===== src/rtl/ex_stage_unit.sv =====
// ex_stage_unit
//   Execute stage fed by the ID/EX pipeline register. It selects operands,
//   runs the ALU, computes the branch target and picks the destination
//   register. Multiplies go through an iterative shift-add multiplier that
//   takes one operand bit per cycle and stalls upstream while it runs.
//   Results, controls and out_valid are registered toward EX/MEM.
//
// Ports
//   clk, rst_n            clock, asynchronous active-low reset
//   in_valid, flush       ID/EX slot valid; synchronous kill of current work
//   pc_4, reg1, reg2,     instruction operands and fields
//   sign_extend, rt, rd
//   RegWrite..Branch      control bits, registered through to the *_o outputs
//   ALUSrc, RegDest       operand B select / destination register select
//   ALUOp                 3-bit operation code
//   stall_out             upstream must hold ID/EX contents
//   out_valid             EX/MEM slot valid
//   alu_result, zero      result and result==0
//   branch_target         pc_4 + (sign_extend << 2)
//   store_data, write_reg rt data pass-through, destination register
//
// state | meaning
// IDLE  | single-cycle ops complete here; a mul is accepted from here
// MUL   | iterating the multiplier; ID/EX inputs are ignored
module ex_stage_unit #(
  parameter int MUL_CYCLES = 32
) (
  input  logic        clk,
  input  logic        rst_n,
  input  logic        in_valid,
  input  logic        flush,
  input  logic [31:0] pc_4,
  input  logic [31:0] reg1,
  input  logic [31:0] reg2,
  input  logic [31:0] sign_extend,
  input  logic [4:0]  rt,
  input  logic [4:0]  rd,
  input  logic        RegWrite,
  input  logic        MemToReg,
  input  logic        MemRead,
  input  logic        MemWrite,
  input  logic        Branch,
  input  logic        ALUSrc,
  input  logic        RegDest,
  input  logic [2:0]  ALUOp,
  output logic        stall_out,
  output logic        out_valid,
  output logic [31:0] alu_result,
  output logic        zero,
  output logic [31:0] branch_target,
  output logic [31:0] store_data,
  output logic [4:0]  write_reg,
  output logic        RegWrite_o,
  output logic        MemToReg_o,
  output logic        MemRead_o,
  output logic        MemWrite_o,
  output logic        Branch_o
);

  typedef enum logic {IDLE, MUL} state_t;

  localparam logic [2:0] OP_ADD = 3'b000;
  localparam logic [2:0] OP_SUB = 3'b001;
  localparam logic [2:0] OP_AND = 3'b010;
  localparam logic [2:0] OP_OR  = 3'b011;
  localparam logic [2:0] OP_SLT = 3'b100;
  localparam logic [2:0] OP_NOR = 3'b101;
  localparam logic [2:0] OP_MUL = 3'b110;
  localparam logic [2:0] OP_SLL = 3'b111;

  localparam logic [4:0] LAST_CNT = 5'(MUL_CYCLES - 1);

  state_t      state, state_nx;
  logic [31:0] op_b;
  logic [31:0] alu_comb;
  logic [31:0] bt_comb;
  logic [4:0]  wr_comb;
  logic [4:0]  ctl_in;
  logic        is_mul;
  logic        mul_accept;

  logic [31:0] ma, mb, acc;
  logic [4:0]  count;
  logic [31:0] mul_sum;
  logic [31:0] lat_bt, lat_sd;
  logic [4:0]  lat_wr, lat_ctl;
  logic [4:0]  ctl_q;

  assign op_b       = ALUSrc ? sign_extend : reg2;
  assign is_mul     = (ALUOp == OP_MUL);
  assign mul_accept = in_valid && is_mul && !flush;
  assign bt_comb    = pc_4 + {sign_extend[29:0], 2'b00};
  assign wr_comb    = RegDest ? rd : rt;
  assign ctl_in     = {RegWrite, MemToReg, MemRead, MemWrite, Branch};
  // The final iteration's partial product is folded in combinationally so
  // the product is written on the same edge as the last shift-add step.
  assign mul_sum    = acc + (mb[0] ? ma : 32'd0);

  always_comb begin
    alu_comb = 32'd0;
    case (ALUOp)
      OP_ADD: alu_comb = reg1 + op_b;
      OP_SUB: alu_comb = reg1 - op_b;
      OP_AND: alu_comb = reg1 & op_b;
      OP_OR:  alu_comb = reg1 | op_b;
      OP_SLT: alu_comb = {31'd0, ($signed(reg1) < $signed(op_b))};
      OP_NOR: alu_comb = ~(reg1 | op_b);
      OP_MUL: alu_comb = 32'd0;
      OP_SLL: alu_comb = op_b << sign_extend[10:6];
      default: alu_comb = 32'd0;
    endcase
  end

  always_ff @(posedge clk or negedge rst_n) begin
    if (!rst_n) state <= IDLE;
    else        state <= state_nx;
  end

  always_comb begin
    state_nx  = state;
    stall_out = 1'b0;
    case (state)
      IDLE: begin
        if (mul_accept) begin
          stall_out = 1'b1;
          state_nx  = MUL;
        end
      end
      MUL: begin
        // Releasing the stall on the last iteration lets upstream advance
        // on the same edge that the product is written.
        stall_out = (count != LAST_CNT);
        if (flush || count == LAST_CNT) state_nx = IDLE;
      end
      default: state_nx = IDLE;
    endcase
  end

  always_ff @(posedge clk or negedge rst_n) begin
    if (!rst_n) begin
      out_valid     <= 1'b0;
      alu_result    <= 32'd0;
      zero          <= 1'b0;
      branch_target <= 32'd0;
      store_data    <= 32'd0;
      write_reg     <= 5'd0;
      ctl_q         <= 5'd0;
      ma            <= 32'd0;
      mb            <= 32'd0;
      acc           <= 32'd0;
      count         <= 5'd0;
      lat_bt        <= 32'd0;
      lat_sd        <= 32'd0;
      lat_wr        <= 5'd0;
      lat_ctl       <= 5'd0;
    end else if (flush) begin
      out_valid <= 1'b0;
      ctl_q     <= 5'd0;
      count     <= 5'd0;
    end else begin
      case (state)
        IDLE: begin
          if (in_valid && is_mul) begin
            ma        <= reg1;
            mb        <= op_b;
            acc       <= 32'd0;
            count     <= 5'd0;
            lat_bt    <= bt_comb;
            lat_sd    <= reg2;
            lat_wr    <= wr_comb;
            lat_ctl   <= ctl_in;
            out_valid <= 1'b0;
            ctl_q     <= 5'd0;
          end else if (in_valid) begin
            alu_result    <= alu_comb;
            zero          <= (alu_comb == 32'd0);
            branch_target <= bt_comb;
            store_data    <= reg2;
            write_reg     <= wr_comb;
            ctl_q         <= ctl_in;
            out_valid     <= 1'b1;
          end else begin
            out_valid <= 1'b0;
            ctl_q     <= 5'd0;
          end
        end
        MUL: begin
          acc   <= mul_sum;
          ma    <= ma << 1;
          mb    <= mb >> 1;
          count <= count + 5'd1;
          if (count == LAST_CNT) begin
            alu_result    <= mul_sum;
            zero          <= (mul_sum == 32'd0);
            branch_target <= lat_bt;
            store_data    <= lat_sd;
            write_reg     <= lat_wr;
            ctl_q         <= lat_ctl;
            out_valid     <= 1'b1;
          end else begin
            out_valid <= 1'b0;
            ctl_q     <= 5'd0;
          end
        end
        default: begin
          out_valid <= 1'b0;
          ctl_q     <= 5'd0;
        end
      endcase
    end
  end

  assign {RegWrite_o, MemToReg_o, MemRead_o, MemWrite_o, Branch_o} = ctl_q;

endmodule


===== config.mk =====
export PLATFORM = sky130hd
export DESIGN_NAME = ex_stage_unit
export DESIGN_NICKNAME = d
export VERILOG_FILES = /design/src/rtl/ex_stage_unit.sv
export SDC_FILE = /design/constraint.sdc
export NUM_CORES = 1
export LEC_CHECK = 0
export BUFFER_PORTS_ARGS = -buffer_cell sky130_fd_sc_hd__buf_2
export CORE_MARGIN = 2
export CORE_UTILIZATION = 55
export CTS_CLUSTER_SIZE = 10
export DETAILED_ROUTE_END_ITERATION = 10
export PLACE_DENSITY = 0.76
export SLEW_MARGIN = 20
export SYNTH_ARGS = -nofsm -noshare
export SYNTH_HDL_FRONTEND = slang
export SYNTH_SLANG_ARGS = --single-unit

===== constraint.sdc =====
create_clock -name clk -period 5.2 [get_ports clk]
set_input_delay 0.26 -clock clk [delete_from_list [all_inputs] [get_ports clk]]
set_output_delay 0.26 -clock clk [all_outputs]
set_load 0.01 [all_outputs]

==> summary by stage <==
Worst setup path
The launching point of the worst reg2reg path is mb[0]. The worst setup path category is in -> reg. Along the worst path, the maximum fanout reaches 28. The worst register-to-register path has a setup slack of roughly 0.40 ns. STA classifies the critical path startpoint as a primary input. In this run the critical register-to-register path is captured at zero. The arrival time of data at the critical path endpoint is between 5 and 6 ns. The logic depth of the worst register-to-register path is 14. STA puts the critical path data required time at about 5.6 ns.

The endpoint type of the worst setup path is a flop.

Pwr
For this design the static power due to leakage is between 0.01 and 0.015 µW. Across the VDD grid, the largest voltage drop is about 0.00032 V. The power density of the placed cells is 317 mW/mm².

Min path
The number of instances on the worst hold path is 3. The worst hold path belongs to the class in -> reg. The hold path startpoint is rt[1]. The worst hold path terminates at lat_wr[1].

STA
The transition time at the pin with the least slew margin is roughly 1.2 ns. Setup violations remaining at the end of the flow were counted as 0. The final max-slew violation count was 0. The timing-limited maximum frequency is between 200 and 250 MHz. The worst-case clock skew is roughly 0.025 ns. Headroom to the max-slew limit came out at 0.173. The final count of hold timing violations is 0. Dividing the final minimum period by the clock period gives 0.928.

The final critical-path setup slack is about 0.38 ns. Setup repair after global routing left no endpoint under its margin. The final critical-path required period is 4.82 ns.

Clock network
The number of gates resized after CTS was 0. The CTS tree is done. The H-tree was split into 2 levels. CTS placed an instance of clkbuf_16 at the clock tree root. The clock-pin slew on the worst setup and hold paths is 0.06 ns. The worst-skew pair later-pin latency is approximately 0.58 ns. In this run the post-CTS setup repair buffer count came out at 0. The number of buffers created by CTS is 37. CTS saw between 200 and 300 sinks. The worst-case clock buffer depth is 3.

Placed design
Counting tap cells, the placed design contains a total of 3529 instances. The count of input and output buffers is 260. After legalization and detailed placement, the total HPWL measured a little under 70 mm. The minimum setup slack after placement is between 0.03 and 0.04 ns. The final weighted congestion in routability-driven placement is between 1 and 1.5.

Synthesis
Of the total synthesized cell area, the portion taken by XOR and XNOR cells is 0.0249. The dominant combinational cell family by area after synthesis is compound AO/OA/AOI/OAI gates. The number of flops mapped to enable cells by yosys is 0. The compound-cell area share of the yosys netlist is 0.243. Yosys printed 0 warnings.

Of the total synthesized cell area, the portion taken by full adders, half adders and majority gates is 0.0879. The simple-gate share of the synthesized area is 0.159. The cell area that synthesis handed to floorplanning was roughly 0.024 mm². The cell count after synthesis came out at ~2800. The cell type with the largest total area after synthesis is dfrtp_1. The share of the Yosys chip area taken by registers is 0.302. The post-synthesis register bit count is about 280. The post-synthesis average cell area is roughly 8.3 µm². The prevailing post-synth register cell is dfrtp_1.

The distinct cell type count of the synthesized netlist is 79. The share of synthesized area in the top cell type comes to 0.302. By area the synthesized netlist is led by dfrtp_1 (30%), ha_1 (8.4%), mux2i_1 (7.4%). The total nets after synthesis is roughly 3100. After synthesis, the share of flip-flops with an asynchronous set or reset is 1.00. The portion of synthesized area spent on multiplexers is 0.132.

Status
The run finished with clean final reports.

Cells and area
Of the cells placed in the final design, the portion with a size suffix greater than 1 is 0.171. The area of the multi-input gates is around 0.015 mm². The non-filler instance count after layout is between 3000 and 4000. The number of nets in the finished design is 3358.

The combined flip-flop and latch cell area is slightly above 0.007 mm². Counting the fill cells in the layout gives approximately 3600. The synthesis-to-layout area growth is 13.9%.

Die
After floorplanning, the core was divided into between 70 and 80 placement rows. In this run the count of I/O pins placed on the die edge is 261. The initial utilization of the core area, before any placement, comes to 0.559.

The chip width is 211 µm. The core outline area is 0.0421 mm². The floorplan step defined a die boundary enclosing approximately 0.044 mm².

The die is roughly 210 µm tall.

Route
The count of nets left with antenna violations once routing finished came out at 0. In this run, the number of DRC markers left after iteration 0 of detailed routing was approximately 3200. The number of optimization iterations in the first detailed-route pass is 8. For this run, design rule violations remaining after detail routing come to 0. The via count is 23600. Wires add up to around 88 mm. In the routed layout, each cell is associated on average with a via count of 6.54. Dividing the detail-routed wire length by the instance count gives 24.5 µm.

Global route
The first global-routing pass estimated approximately 130 mm of wire. The total global routing track utilization is 0.392. The initial antenna violation count is 7. The total overflow left after global routing is 0. Entering global routing, the biggest net connects between 150 and 200 pins. The number of global-route vias before repair is approximately 22000.

Flow run
Max-cap violations in this run came to 0.
## cells in the final DEF, fill, tap and decap left out, drive strengths merged, types with 10 or more instances in the layout
| master | count |
|---|---|
| nor3 | 41 |
| nor2b | 18 |
| a21oi | 221 |
| or3 | 10 |
| buf | 345 |
| o22ai | 15 |
| o31ai | 17 |
| o21a | 17 |
| o21bai | 28 |
| clkbuf | 48 |
| a22oi | 18 |
| o211ai | 26 |
| nor4 | 12 |
| nand2b | 30 |
| a211o | 13 |
| mux4 | 27 |
| nand3 | 47 |
| mux2i | 173 |
| mux2 | 69 |
| a211oi | 42 |
| ha | 159 |
| a221oi | 15 |
| a221o | 17 |
| o21ai | 292 |
| dlygate4sd3 | 14 |
| dfrtp | 284 |
| a31oi | 21 |
| xnor2 | 43 |
| and2 | 42 |
| nand4 | 19 |
| a21o | 41 |
| a22o | 27 |
| nand2 | 341 |
| nor2 | 229 |
| and3 | 14 |
| xor2 | 24 |
| inv | 123 |
## synth_stat cells (7+ instances only)
master and count:
o21bai_1 28, nand3_1 47, mux4_2 27, buf_2 8, nor3_1 41, a22o_1 27
o21a_1 17, and2_1 41, a21oi_1 221, a211o_1 13, nand2b_1 30, inv_1 120
nand2_1 341, a211oi_1 41, ha_1 159, o21ai_0 290, o22ai_1 15, o211ai_1 26
nor2_1 229, and3_1 14, a221o_1 17, o31ai_1 17, mux2i_1 173, a311oi_1 9
nor4_1 12, a22oi_1 18, or4_1 7, buf_1 23, xnor2_1 43, nand4_1 19
clkbuf_1 145, nor2b_1 18, a31o_2 8, dfrtp_1 284, xor2_1 24, a31oi_1 21
mux2_2 69, o311ai_0 7, a221oi_1 15, or3_1 10, a21o_1 41
## how the worst max path moves through the flow
stage / startpoint / end / cells past startpoint
floorplan: ALUSrc / zero / 22
global placement: ALUSrc / zero / 15
detailed placement: ALUSrc / zero / 15
CTS: mb[0] / zero / 14
global route: ALUSrc / zero / 17
finish: ALUSrc / alu_result[25] / 14
## per-layer routing
metal | share of wire | global-route usage
met5 | 0.00027 | 0
met4 | 0.046 | 0.159
met3 | 0.096 | 0.0859
met2 | 0.45 | 0.611
met1 | 0.41 | 0.531
## kinds of logic after synthesis
| kind of cell | count (synthesis) |
|---|---|
| compound gates | 903 |
| simple gates | 836 |
| buf+inv | 307 |
| flops | 284 |
| mux | 269 |
| fa+ha+maj | 163 |
| xor+xnor | 67 |
## power breakdown
part           internal, µW  leakage [µW]  switching [µW]  total [µW]
registers              2700       0.00361             315        3010
logic                  1150       0.00854            1860        3010
clock network          1470      0.000547            1020        2490
## through the flow
stage	area (µm²)	setup TNS [ns]	hold WS (ns)	utilization	power [µW]
3_3_place_gp	25500	-0.0536	0.294	0.606	5860
3_5_place_dp	25500	0	0.295	0.606	5950
5_1_grt	26800	0	0.0254	0.637	8930
2_1_floorplan	23600	0	-0.0356	-	4800
4_1_cts	26800	0	0.000295	0.637	8470
6_report	26800	0	0.0153	0.637	8510
## area by class of cell
class                      count  share of cell area
multi-input combinational   2238               0.570
sequential                   284               0.265
timing repair buffer         359              0.0798
clock buffer                  48              0.0364
tap                          539              0.0251
inverter                     123              0.0172
clock inverter                 9             0.00644
antenna                        2            0.000187
## repair_timing
action / CTS / global route
hold buffers: 14 / 0
hold endpoints to repair: 100 / 0
endpoints found under the setup margin: 0 / 0
## critical path: stages
cell and delay [ns]:
buf_2 0.38, buf_4 0.26, buf_4 0.36, mux2i_1 0.25, buf_4 0.16, ha_1 0.37
nor4_1 0.91, o21ai_0 0.21, a32oi_1 0.20, o211ai_1 0.11, a2111oi_0 1.02, nand2_1 0.21
o21ai_0 0.42, nand2_1 0.11
Power figures use the tool's default switching activity.
